## src/rtl/tic_tac_toe_ctrl_if.sv

```systemverilog
// Signal bundle between the tic_tac_toe game sequencer (master) and its
// move sources, board and status consumers (slave).
interface tic_tac_toe_ctrl_if;
    // Handshake: a source raises *_req with *_addr and holds both until it
    // sees *_ack high for one cycle; ack is never raised without a request.
    logic       start;
    logic       p_req;
    logic [3:0] p_addr;
    logic       p_ack;
    logic       c_req;
    logic [3:0] c_addr;
    logic       c_ack;
    logic       board_player_move;
    logic [3:0] board_player_addr;
    logic       board_computer_move;
    logic [3:0] board_computer_addr;
    logic       board_clr;
    logic       board_illegal;
    logic       board_win;
    logic       board_tie;
    logic [1:0] board_winner;
    logic [1:0] turn;
    logic       game_over;
    logic [1:0] result;
    logic       illegal_pulse;
    logic       timeout;
    logic [3:0] p_score;
    logic [3:0] c_score;
    logic [3:0] tie_score;
    logic [2:0] dbg_state;

    modport master (
        input  start, p_req, p_addr, c_req, c_addr,
        input  board_illegal, board_win, board_tie, board_winner,
        output p_ack, c_ack,
        output board_player_move, board_player_addr,
        output board_computer_move, board_computer_addr, board_clr,
        output turn, game_over, result, illegal_pulse, timeout,
        output p_score, c_score, tie_score, dbg_state
    );

    modport slave (
        output start, p_req, p_addr, c_req, c_addr,
        output board_illegal, board_win, board_tie, board_winner,
        input  p_ack, c_ack,
        input  board_player_move, board_player_addr,
        input  board_computer_move, board_computer_addr, board_clr,
        input  turn, game_over, result, illegal_pulse, timeout,
        input  p_score, c_score, tie_score, dbg_state
    );
endinterface

```

## src/rtl/tic_tac_toe_ctrl.sv

```systemverilog
// Game sequencer for the tic_tac_toe board: turn arbitration, board clear,
// result decision and saturating scores. Define TTT_TURN_TIMEOUT_EN for turn forfeits.
module tic_tac_toe_ctrl #(
    parameter int SETTLE_CYCLES  = 3,
    parameter int CLR_CYCLES     = 2,
    parameter int FIRST_ALT      = 0,
    parameter int TIMEOUT_CYCLES = 1000
) (
    input logic                 clk,
    input logic                 rst,
    tic_tac_toe_ctrl_if.master  bus
);

    localparam logic [2:0] S_IDLE    = 3'd0;
    localparam logic [2:0] S_CLEAR   = 3'd1;
    localparam logic [2:0] S_P_WAIT  = 3'd2;
    localparam logic [2:0] S_P_CHECK = 3'd3;
    localparam logic [2:0] S_C_WAIT  = 3'd4;
    localparam logic [2:0] S_C_CHECK = 3'd5;
    localparam logic [2:0] S_OVER    = 3'd6;

    localparam logic [3:0] SETTLE_LAST = 4'(SETTLE_CYCLES - 1);
    localparam logic [3:0] CLR_LAST    = 4'(CLR_CYCLES - 1);

    if (SETTLE_CYCLES < 3 || SETTLE_CYCLES > 15) begin : g_bad_settle
        $error("SETTLE_CYCLES must be in 3..15");
    end
    if (CLR_CYCLES < 1 || CLR_CYCLES > 15) begin : g_bad_clr
        $error("CLR_CYCLES must be in 1..15");
    end
    if (TIMEOUT_CYCLES < 1) begin : g_bad_timeout
        $error("TIMEOUT_CYCLES must be at least 1");
    end

    logic [2:0] state_q, state_d;
    logic [3:0] cnt_q, cnt_d;
    logic       sticky_q, sticky_d;
    logic       alt_q, alt_d;
    logic       first_c_q, first_c_d;
    logic       p_ack_q, p_ack_d;
    logic       c_ack_q, c_ack_d;
    logic       board_player_move_q, board_player_move_d;
    logic [3:0] board_player_addr_q, board_player_addr_d;
    logic       board_computer_move_q, board_computer_move_d;
    logic [3:0] board_computer_addr_q, board_computer_addr_d;
    logic       board_clr_q, board_clr_d;
    logic [1:0] turn_q, turn_d;
    logic       game_over_q, game_over_d;
    logic [1:0] result_q, result_d;
    logic       illegal_pulse_q, illegal_pulse_d;
    logic [3:0] p_score_q, p_score_d;
    logic [3:0] c_score_q, c_score_d;
    logic [3:0] tie_score_q, tie_score_d;
    logic       sticky_now;

    assign sticky_now = sticky_q | bus.board_illegal;

    function automatic logic [3:0] sat_inc(input logic [3:0] v);
        return (v == 4'hF) ? v : v + 4'd1;
    endfunction

`ifdef TTT_TURN_TIMEOUT_EN
    localparam int TW = $clog2(TIMEOUT_CYCLES + 1);
    localparam logic [TW-1:0] TO_LAST = TW'(TIMEOUT_CYCLES - 1);

    logic [TW-1:0] to_cnt_q, to_cnt_d;
    logic          timeout_q, timeout_d;
    logic          to_expired;
    logic          in_wait_d;

    assign to_expired = (to_cnt_q == TO_LAST);
    assign in_wait_d  = (state_d == S_P_WAIT) || (state_d == S_C_WAIT);
    // Restarts on every WAIT entry, including a return after a rejected move.
    assign to_cnt_d   = (in_wait_d && state_d == state_q) ? to_cnt_q + 1'b1 : '0;

    always_ff @(posedge clk) begin
        if (rst) begin
            to_cnt_q  <= '0;
            timeout_q <= 1'b0;
        end else begin
            to_cnt_q  <= to_cnt_d;
            timeout_q <= timeout_d;
        end
    end

    assign bus.timeout = timeout_q;
`else
    assign bus.timeout = 1'b0;
`endif

    always_comb begin
        state_d               = state_q;
        cnt_d                 = cnt_q;
        sticky_d              = sticky_q;
        alt_d                 = alt_q;
        first_c_d             = first_c_q;
        p_ack_d               = 1'b0;
        c_ack_d               = 1'b0;
        board_player_move_d   = 1'b0;
        board_player_addr_d   = board_player_addr_q;
        board_computer_move_d = 1'b0;
        board_computer_addr_d = board_computer_addr_q;
        illegal_pulse_d       = 1'b0;
        result_d              = result_q;
        p_score_d             = p_score_q;
        c_score_d             = c_score_q;
        tie_score_d           = tie_score_q;
`ifdef TTT_TURN_TIMEOUT_EN
        timeout_d             = 1'b0;
`endif

        if (bus.start) begin
            // New game or abort; alt_q holds the first mover of the game being started.
            state_d   = S_CLEAR;
            cnt_d     = 4'd0;
            result_d  = 2'b00;
            first_c_d = (FIRST_ALT != 0) ? alt_q : 1'b0;
            alt_d     = ~alt_q;
        end else begin
            case (state_q)
                S_CLEAR: begin
                    if (cnt_q == CLR_LAST) begin
                        state_d = first_c_q ? S_C_WAIT : S_P_WAIT;
                        cnt_d   = 4'd0;
                    end else begin
                        cnt_d = cnt_q + 4'd1;
                    end
                end
                S_P_WAIT: begin
                    // !p_ack_q keeps a request still held during its ack cycle from being taken twice.
                    if (bus.p_req && !p_ack_q) begin
                        p_ack_d = 1'b1;
                        if (bus.p_addr <= 4'd8) begin
                            board_player_move_d = 1'b1;
                            board_player_addr_d = bus.p_addr;
                            state_d             = S_P_CHECK;
                            cnt_d               = 4'd0;
                            sticky_d            = 1'b0;
                        end else begin
                            illegal_pulse_d = 1'b1;
                        end
                    end
`ifdef TTT_TURN_TIMEOUT_EN
                    else if (to_expired) begin
                        timeout_d = 1'b1;
                        result_d  = 2'b10;
                        c_score_d = sat_inc(c_score_q);
                        state_d   = S_OVER;
                    end
`endif
                end
                S_C_WAIT: begin
                    if (bus.c_req && !c_ack_q) begin
                        c_ack_d = 1'b1;
                        if (bus.c_addr <= 4'd8) begin
                            board_computer_move_d = 1'b1;
                            board_computer_addr_d = bus.c_addr;
                            state_d               = S_C_CHECK;
                            cnt_d                 = 4'd0;
                            sticky_d              = 1'b0;
                        end else begin
                            illegal_pulse_d = 1'b1;
                        end
                    end
`ifdef TTT_TURN_TIMEOUT_EN
                    else if (to_expired) begin
                        timeout_d = 1'b1;
                        result_d  = 2'b01;
                        p_score_d = sat_inc(p_score_q);
                        state_d   = S_OVER;
                    end
`endif
                end
                S_P_CHECK, S_C_CHECK: begin
                    sticky_d = sticky_now;
                    if (cnt_q == SETTLE_LAST) begin
                        // Win is tested before tie so a transient tie on a winning move is ignored.
                        if (sticky_now) begin
                            illegal_pulse_d = 1'b1;
                            state_d = (state_q == S_P_CHECK) ? S_P_WAIT : S_C_WAIT;
                        end else if (bus.board_win) begin
                            result_d = bus.board_winner;
                            if (bus.board_winner == 2'b01) begin
                                p_score_d = sat_inc(p_score_q);
                            end else if (bus.board_winner == 2'b10) begin
                                c_score_d = sat_inc(c_score_q);
                            end
                            state_d = S_OVER;
                        end else if (bus.board_tie) begin
                            result_d    = 2'b11;
                            tie_score_d = sat_inc(tie_score_q);
                            state_d     = S_OVER;
                        end else begin
                            state_d = (state_q == S_P_CHECK) ? S_C_WAIT : S_P_WAIT;
                        end
                    end else begin
                        cnt_d = cnt_q + 4'd1;
                    end
                end
                default: begin
                    state_d = state_q;
                end
            endcase
        end

        turn_d = 2'b00;
        if (state_d == S_P_WAIT) begin
            turn_d = 2'b01;
        end else if (state_d == S_C_WAIT) begin
            turn_d = 2'b10;
        end
        board_clr_d = (state_d == S_CLEAR);
        game_over_d = (state_d == S_OVER);
    end

    always_ff @(posedge clk) begin
        if (rst) begin
            state_q               <= S_IDLE;
            cnt_q                 <= 4'd0;
            sticky_q              <= 1'b0;
            alt_q                 <= 1'b0;
            first_c_q             <= 1'b0;
            p_ack_q               <= 1'b0;
            c_ack_q               <= 1'b0;
            board_player_move_q   <= 1'b0;
            board_player_addr_q   <= 4'd0;
            board_computer_move_q <= 1'b0;
            board_computer_addr_q <= 4'd0;
            board_clr_q           <= 1'b0;
            turn_q                <= 2'b00;
            game_over_q           <= 1'b0;
            result_q              <= 2'b00;
            illegal_pulse_q       <= 1'b0;
            p_score_q             <= 4'd0;
            c_score_q             <= 4'd0;
            tie_score_q           <= 4'd0;
        end else begin
            state_q               <= state_d;
            cnt_q                 <= cnt_d;
            sticky_q              <= sticky_d;
            alt_q                 <= alt_d;
            first_c_q             <= first_c_d;
            p_ack_q               <= p_ack_d;
            c_ack_q               <= c_ack_d;
            board_player_move_q   <= board_player_move_d;
            board_player_addr_q   <= board_player_addr_d;
            board_computer_move_q <= board_computer_move_d;
            board_computer_addr_q <= board_computer_addr_d;
            board_clr_q           <= board_clr_d;
            turn_q                <= turn_d;
            game_over_q           <= game_over_d;
            result_q              <= result_d;
            illegal_pulse_q       <= illegal_pulse_d;
            p_score_q             <= p_score_d;
            c_score_q             <= c_score_d;
            tie_score_q           <= tie_score_d;
        end
    end

    assign bus.p_ack               = p_ack_q;
    assign bus.c_ack               = c_ack_q;
    assign bus.board_player_move   = board_player_move_q;
    assign bus.board_player_addr   = board_player_addr_q;
    assign bus.board_computer_move = board_computer_move_q;
    assign bus.board_computer_addr = board_computer_addr_q;
    assign bus.board_clr           = board_clr_q;
    assign bus.turn                = turn_q;
    assign bus.game_over           = game_over_q;
    assign bus.result              = result_q;
    assign bus.illegal_pulse       = illegal_pulse_q;
    assign bus.p_score             = p_score_q;
    assign bus.c_score             = c_score_q;
    assign bus.tie_score           = tie_score_q;
    assign bus.dbg_state           = state_q;

endmodule

```

## src/flat_wrapper.sv

```systemverilog
// flat-port wrapper written by rule: the top's interface ports become plain ports
module tic_tac_toe_ctrl_flat 
#(
    parameter int SETTLE_CYCLES  = 3,
    parameter int CLR_CYCLES     = 2,
    parameter int FIRST_ALT      = 0,
    parameter int TIMEOUT_CYCLES = 1000
)
  (clk, rst, bus_start, bus_p_req, bus_p_addr, bus_c_req, bus_c_addr, bus_board_illegal, bus_board_win, bus_board_tie, bus_board_winner, bus_p_ack, bus_c_ack, bus_board_player_move, bus_board_player_addr, bus_board_computer_move, bus_board_computer_addr, bus_board_clr, bus_turn, bus_game_over, bus_result, bus_illegal_pulse, bus_timeout, bus_p_score, bus_c_score, bus_tie_score, bus_dbg_state);
  tic_tac_toe_ctrl_if bus_i ();
  input logic clk;
  input logic rst;
  input wire logic [$bits(bus_i.start)-1:0] bus_start;
  input wire logic [$bits(bus_i.p_req)-1:0] bus_p_req;
  input wire logic [$bits(bus_i.p_addr)-1:0] bus_p_addr;
  input wire logic [$bits(bus_i.c_req)-1:0] bus_c_req;
  input wire logic [$bits(bus_i.c_addr)-1:0] bus_c_addr;
  input wire logic [$bits(bus_i.board_illegal)-1:0] bus_board_illegal;
  input wire logic [$bits(bus_i.board_win)-1:0] bus_board_win;
  input wire logic [$bits(bus_i.board_tie)-1:0] bus_board_tie;
  input wire logic [$bits(bus_i.board_winner)-1:0] bus_board_winner;
  output wire logic [$bits(bus_i.p_ack)-1:0] bus_p_ack;
  output wire logic [$bits(bus_i.c_ack)-1:0] bus_c_ack;
  output wire logic [$bits(bus_i.board_player_move)-1:0] bus_board_player_move;
  output wire logic [$bits(bus_i.board_player_addr)-1:0] bus_board_player_addr;
  output wire logic [$bits(bus_i.board_computer_move)-1:0] bus_board_computer_move;
  output wire logic [$bits(bus_i.board_computer_addr)-1:0] bus_board_computer_addr;
  output wire logic [$bits(bus_i.board_clr)-1:0] bus_board_clr;
  output wire logic [$bits(bus_i.turn)-1:0] bus_turn;
  output wire logic [$bits(bus_i.game_over)-1:0] bus_game_over;
  output wire logic [$bits(bus_i.result)-1:0] bus_result;
  output wire logic [$bits(bus_i.illegal_pulse)-1:0] bus_illegal_pulse;
  output wire logic [$bits(bus_i.timeout)-1:0] bus_timeout;
  output wire logic [$bits(bus_i.p_score)-1:0] bus_p_score;
  output wire logic [$bits(bus_i.c_score)-1:0] bus_c_score;
  output wire logic [$bits(bus_i.tie_score)-1:0] bus_tie_score;
  output wire logic [$bits(bus_i.dbg_state)-1:0] bus_dbg_state;
  assign bus_i.start = bus_start;
  assign bus_i.p_req = bus_p_req;
  assign bus_i.p_addr = bus_p_addr;
  assign bus_i.c_req = bus_c_req;
  assign bus_i.c_addr = bus_c_addr;
  assign bus_i.board_illegal = bus_board_illegal;
  assign bus_i.board_win = bus_board_win;
  assign bus_i.board_tie = bus_board_tie;
  assign bus_i.board_winner = bus_board_winner;
  assign bus_p_ack = bus_i.p_ack;
  assign bus_c_ack = bus_i.c_ack;
  assign bus_board_player_move = bus_i.board_player_move;
  assign bus_board_player_addr = bus_i.board_player_addr;
  assign bus_board_computer_move = bus_i.board_computer_move;
  assign bus_board_computer_addr = bus_i.board_computer_addr;
  assign bus_board_clr = bus_i.board_clr;
  assign bus_turn = bus_i.turn;
  assign bus_game_over = bus_i.game_over;
  assign bus_result = bus_i.result;
  assign bus_illegal_pulse = bus_i.illegal_pulse;
  assign bus_timeout = bus_i.timeout;
  assign bus_p_score = bus_i.p_score;
  assign bus_c_score = bus_i.c_score;
  assign bus_tie_score = bus_i.tie_score;
  assign bus_dbg_state = bus_i.dbg_state;
  tic_tac_toe_ctrl #(.SETTLE_CYCLES(SETTLE_CYCLES), .CLR_CYCLES(CLR_CYCLES), .FIRST_ALT(FIRST_ALT), .TIMEOUT_CYCLES(TIMEOUT_CYCLES)) u_core (.clk(clk), .rst(rst), .bus(bus_i));
endmodule
```

## config.mk

```make
export PLATFORM = sky130hd
export DESIGN_NAME = tic_tac_toe_ctrl_flat
export DESIGN_NICKNAME = d
export VERILOG_FILES = /design/src/rtl/tic_tac_toe_ctrl_if.sv /design/src/rtl/tic_tac_toe_ctrl.sv /design/src/flat_wrapper.sv
export SDC_FILE = /design/constraint.sdc
export NUM_CORES = 1
export LEC_CHECK = 0
export ABC_AREA = 1
export BUFFER_PORTS_ARGS = -buffer_cell sky130_fd_sc_hd__buf_4
export CAP_MARGIN = 20
export CORE_AREA = 2 2 73 75
export DETAILED_ROUTE_END_ITERATION = 8
export DIE_AREA = 0 0 75 77
export GPL_TIMING_DRIVEN = 1
export PLACE_DENSITY = 0.8
export SYNTH_ARGS = -nofsm -noshare
export SYNTH_HDL_FRONTEND = slang
export SYNTH_SLANG_ARGS = --single-unit
```

## constraint.sdc

```tcl
create_clock -name clk -period 2.77 [get_ports clk]
set_clock_uncertainty 0.2 [all_clocks]
set_input_delay 0.554 -clock clk [delete_from_list [all_inputs] [get_ports clk]]
set_output_delay 0.554 -clock clk [all_outputs]
set_load 0.05 [all_outputs]
```

==> results of run 1 <==
[routing by layer]
layer  GRT usage  routed length, um  up-vias
li1            -                  -     1155
met1       0.229               2250      981
met2       0.317               2310       54
met3      0.0526                347        6
met4      0.0607                 71        0
met5           0                  0        -
[power by group]
| part | leakage, nW | total, mW | internal, mW | switching [mW] |
|---|---|---|---|---|
| Sequential | 0.315 | 0.580 | 0.568 | 0.0122 |
| Combinational | 0.951 | 0.169 | 0.0587 | 0.110 |
| Clock | 0.0644 | 0.561 | 0.359 | 0.202 |
| Total | 1.33 | 1.31 | 0.986 | 0.325 |
[registers in the layout, indices dropped and copies added (netlist names)]
name / count
u_core.sticky_q: 1
u_core.bus.illegal_pulse: 1
u_core.bus.game_over: 1
u_core.bus.board_player_addr: 4
u_core.bus.board_computer_move: 1
u_core.bus.tie_score: 4
u_core.bus.result: 2
u_core.bus.p_score: 4
u_core.bus.board_computer_addr: 4
u_core.bus.c_ack: 1
u_core.bus.p_ack: 1
u_core.bus.c_score: 4
u_core.bus.board_clr: 1
u_core.cnt_q: 4
u_core.bus.dbg_state: 3
u_core.bus.board_player_move: 1
u_core.bus.turn: 2
[cell families (layout without fill, tap and decap cells)]
| group | count (synthesis) | after routing | share of synthesized area |
|---|---|---|---|
| AOI/OAI and AO/OA | 45 | 45 | 0.107 |
| buffers and inverters | 47 | 100 | 0.0918 |
| DFF | 39 | 39 | 0.347 |
| adders and majority gates | 6 | 6 | 0.0334 |
| other | 1 | 1 | 0.00167 |
| xor gates and xnor gates | 4 | 4 | 0.0156 |
| and+or+nand+nor | 192 | 192 | 0.403 |
[metrics by stage]
stage | worst slack [ps] | instances
after floorplan | 932 | 334
after global placement | 876 | 449
after detailed placement | 813 | 449
after CTS | 826 | 457
after global routing | 737 | 457
final | 841 | 457
[cell type report]
type | instances | area, sq um
fill | 482 | 2170
multi-input combinational | 248 | 1260
sequential | 39 | 781
timing repair buffer | 51 | 383
inverter | 41 | 156
tap | 70 | 87.6
clock buffer | 5 | 68.8
clock inverter | 3 | 67.6
[placed cells by master, fill, tap and decap left out, types with 3 or more instances in the layout]
cell and count:
a21oi_1 21, buf_4 51, clkbuf_8 5, dfxtp_1 39
ha_1 6, inv_1 34, inv_2 5, nand2_1 89
nand2_2 12, nand3_1 22, nand3_2 4, nor2_1 43
nor2_2 8, nor2_4 4, nor3_1 3, o21ai_0 16
[how the worst max path moves through the flow]
stage	slack (ps)	cells after the start	endpoint	startpoint
2_1_floorplan	930	8	u_core.bus.board_player_addr[0]	u_core.bus.dbg_state[1]
3_3_place_gp	880	9	u_core.bus.c_score[3]	bus_board_illegal
3_5_place_dp	810	9	u_core.bus.c_score[3]	bus_board_illegal
4_1_cts	830	1	bus_dbg_state[2]	u_core.bus.dbg_state[2]
5_1_grt	740	11	u_core.bus.turn[0]	u_core.cnt_q[0]
6_report	840	1	bus_dbg_state[2]	u_core.bus.dbg_state[2]
==> summary.txt, run 1 <==
Synth
  – Synth top area share: 0.347
  – Synth warn: 0
  – Post-synth EDFFs: 0
  – Synth top area cells: dfxtp_1 (35%), nand2_1 (15%), nor2_1 (7.2%)
  – Ys flop type: dfxtp_1
  – Post-Syn Nets: 358
  – Yosys cell types: 34
  – Synth Cell Area: 2250 sq um
  – Syn Inst Count: 334
  – Number of synthesized register bits: 39
  – Syn Area/Cell: 6.73 sq um
  – Sequential-to-total area share from yosys stat: 0.347
  – Ys async rst share: 0
  – Count leader, synth: nand2_1
  – Cell taking the most area after synthesis: dfxtp_1
  – Most instantiated cells after synthesis: nand2_1 (89), nor2_1 (43), dfxtp_1 (39), inv_1 (34), nand3_1 (22)

Setup path
  – Cell family with most CP delay: flip-flops
  – Largest stage delay, worst path: 600 ps
  – Worst r2r src: u_core.cnt_q[0]
  – Critical path class: register to output port
  – Bufs and invs on worst path: 1
  – CP Max Fanout: 10
  – Worst Setup End Kind: output port
  – Critical path data arrival time: 1170 ps
  – Register-to-Register Path Depth: 12
  – WP data required: 2020 ps
  – Reg2Reg Setup Slack: 930 ps
  – Crit start category: register
  – Crit Reg-Reg Endpoint: u_core.bus.turn[1]
  – Critical-path cell list: buf_4
  – Slowest stage cell, crit path: dfxtp_1

Timing
  – Crit path time final: 1930 ps
  – Final setup fails: 0
  – Final Hold Fails: 0
  – Final setup TNS: 0 ps
  – Unrepaired setup endpoints after global routing: false
  – Post-route clock period utilization: 0.696
  – Max Fclk: 0.519 GHz
  – Hold_ws: 257 ps
  – Max-slew violation count: 0

Global route
  – Gr ovfl total: 0
  – Largest net degree at the start of global routing: 16
  – Initial antenna violation count: 0
  – First-pass GRT wire length: 8740 um
  – Number of global-route vias before repair: 2124
  – Total track usage: 0.189

Floorplan
  – Die H: 77 um
  – Area of the core: 4980 sq um
  – Width of the die: 75 um
  – I/O pin count: 53
  – Row count: 26
  – Die area: 5780 sq um
  – Starting Density: 0.452

Drt
  – Via count: 2196
  – Final wirelength: 4980 um
  – WL/cell: 10.9 um
  – Via-per-instance ratio: 4.81
  – Post-DRT Antenna Nets: 0
  – DRT Pass-1 Iters: 4
  – Drt drc: 0
  – Iter 0 DRT Violations: 149

Clock network
  – CTS tree: built
  – # resized after CTS: 0
  – Post-CTS repair timing setup buffer count: 0
  – Cts bufs inserted: 5
  – Root Driver: clkbuf_8
  – Clk Latency, worst-skew pair: 300 ps
  – Clock transition at the registers of the reported paths: 80 ps
  – Total clock sinks: 39
  – H-tree depth: 2
  – Clock Path Buffers: 2
  – Hold buffer count at cts: 0

Finish
  – Final nets: 410
  – Final instance area: 2810 sq um
  – Layout cells sized above 1: 0.253
  – Area grow syn2layout: 24.8%
  – ANT cells: 0
  – Post-route core utilization: 0.564

Worst hold path
  – End of the worst hold path: u_core.bus.board_player_addr[3]
  – Hold path startpoint: u_core.bus.board_player_addr[3]
  – Hold crit path type: register to register
  – Hold depth: 2

Placed design
  – Hpwl dp: 3880 um
  – Final Wtd Congestion: 0.859
  – PortBufs: 51
  – Placed Area: 2670 sq um

Power
  – Pwr dens: 467 nW/um^2
  – Maximum VDD drop: 338 uV
  – Pwr Total: 1.31 mW
  – Leakage: 1.33 nW

Run
  – Max_cap viols: 0

Status
  – Status: finished clean
(Power assumes the default switching activity.)
==> run 2: changes to the inputs <==
Clock period 2.77 ns to 2 ns, I/O delays scaled along.
==> run 2 against run 1 <==
  * Sequential share of layout area rose by 0.28 points
  * Count of clock-buffer cells in the layout did not move
  * Power rose by 20%
  * Register-to-register slack got worse by 730 ps
  * Hold slack got worse by 98 ps
  * Non-clock buffer count rose by 3
  * Setup slack got worse by 660 ps
  * Clock power fell by 8.0%
  * Highest routed layer unchanged
  * Via count rose by 2.2%
==> summary.txt, run 2 (synthesized netlist as in run 1, its figures left out) <==
Status
  – Status: finished clean

Setup path
  – Critical path class: register to output port
  – WP data required: 1400 ps
  – Worst r2r src: u_core.bus.dbg_state[1]
  – Slowest stage cell, crit path: dfxtp_1
  – Worst Setup End Kind: output port
  – Launch point of the worst path: u_core.bus.dbg_state[0]
  – Critical path data arrival time: 1220 ps
  – Bufs and invs on worst path: 2
  – Most common cell on crit path: buf_4
  – Largest stage delay, worst path: 550 ps
  – Cell family with most CP delay: flip-flops
  – CP Max Fanout: 8
  – Crit start category: register
  – Critical-path cell list: buf_4 > buf_4

Timing
  – Final setup TNS: 0 ps
  – Max-slew violation count: 0
  – Final Hold Fails: 0
  – Crit path time final: 1820 ps
  – Unrepaired setup endpoints after global routing: false
  – Max Fclk: 0.550 GHz
  – Hold_ws: 159 ps
  – Final setup fails: 0
  – Post-route clock period utilization: 0.910

Power
  – Leakage: 1.33 nW
  – Pwr dens: 564 nW/um^2
  – Maximum VDD drop: 349 uV
  – Pwr Total: 1.57 mW

Global route
  – Largest net degree at the start of global routing: 16
  – Gr ovfl total: 0
  – Total track usage: 0.190
  – Number of global-route vias before repair: 2050
  – First-pass GRT wire length: 8690 um
  – Initial antenna violation count: 0

Finish
  – Area grow syn2layout: 23.5%
  – Final nets: 413
  – Layout cells sized above 1: 0.262
  – ANT cells: 0
  – Most common cell after layout, fill and taps aside: nand2_1
  – Commonest cells after routing, fill and taps aside: nand2_1 (89), buf_4 (54), nor2_1 (43), dfxtp_1 (39), inv_1 (34)
  – Final instance area: 2780 sq um
  – Post-route core utilization: 0.558
  – FILL cells: 510

Floorplan
  – Starting Density: 0.452
  – Die area: 5780 sq um
  – Die H: 77 um
  – Width of the die: 75 um
  – Row count: 26
  – I/O pin count: 53
  – Area of the core: 4980 sq um

Drt
  – Iter 0 DRT Violations: 74
  – WL/cell: 11.5 um
  – Post-DRT Antenna Nets: 0
  – DRT Pass-1 Iters: 4
  – Final wirelength: 5270 um
  – Via-per-instance ratio: 4.88
  – Drt drc: 0
  – Via count: 2245

Clock network
  – Hold buffer count at cts: 0
  – CTS tree: built
  – Clock transition at the registers of the reported paths: 70 ps
  – Cts bufs inserted: 5
  – Root Driver: clkbuf_8
  – Total clock sinks: 39
  – Clk Latency, worst-skew pair: 300 ps
  – Clock Path Buffers: 2
  – H-tree depth: 2

Placed design
  – Hpwl dp: 4130 um
  – Final Wtd Congestion: 0.888
  – PortBufs: 51
  – Placed Area: 2690 sq um

Worst hold path
  – Hold path startpoint: bus_c_addr[2]
  – Hold crit path type: input port to register

Run
  – Max_cap viols: 0
## run 2: changes by cell type in the layout (fill, tap and decap cells not counted), sizes merged
cell      previous run  this run
buf                 51        54
clkinv               1         4
bufinv               2         0
clkinvlp             1         0
## run 2: stage by stage
step | setup WS [ps] | cells
floorplan | 162 | 334
global placement | 229 | 452
detailed placement | 180 | 452
CTS | 167 | 460
global route | 39.7 | 460
finish | 180 | 460
## run 2: cell type report
class	count	area [sq um]	area share
clock buffers	5	68.8	0.0248
clock inverters	3	15.0	0.00541
inverters	41	156	0.0563
multi-input cells	248	1260	0.455
flip-flops and latches	39	781	0.281
well taps	70	87.6	0.0315
repair buffers	54	405	0.146
## run 2: repair_timing
action | CTS | global route
setup buffers | 0 | 0
gates resized for setup | 0 | 1
endpoints found under the setup margin | 0 | 2
## run 2: where the power goes
group / total [mW] / internal [mW] / switching [mW]
registers: 0.803 / 0.787 / 0.0159
logic: 0.247 / 0.0876 / 0.160
clock network: 0.516 / 0.239 / 0.278
total: 1.57 / 1.11 / 0.454
## run 2: worst paths after layout
kind              cells after the start  slack (ps)                                 to
hold / removal                        3         160  u_core.bus.board_computer_addr[2]
hold reg to reg                       2         260    u_core.bus.board_player_addr[1]
setup reg to reg                      7         200    u_core.bus.board_player_addr[1]
setup / recovery                      2         180                   bus_dbg_state[0]
## run 2: worst reg2reg max path: cells and delay by family, from the launching register on
kind / cells / cell delay [ps]
AOI/OAI and AO/OA: 2 / 230
and+or+nand+nor: 4 / 620
DFF: 1 / 560
buffers and inverters: 1 / 90
## run 2: per-layer routing
metal	track usage	wire, um	up-vias
met5	0	0	-
met4	0.0482	57	0
met3	0.0486	342	6
met2	0.325	2570	64
met1	0.232	2300	1011
li1	-	-	1164
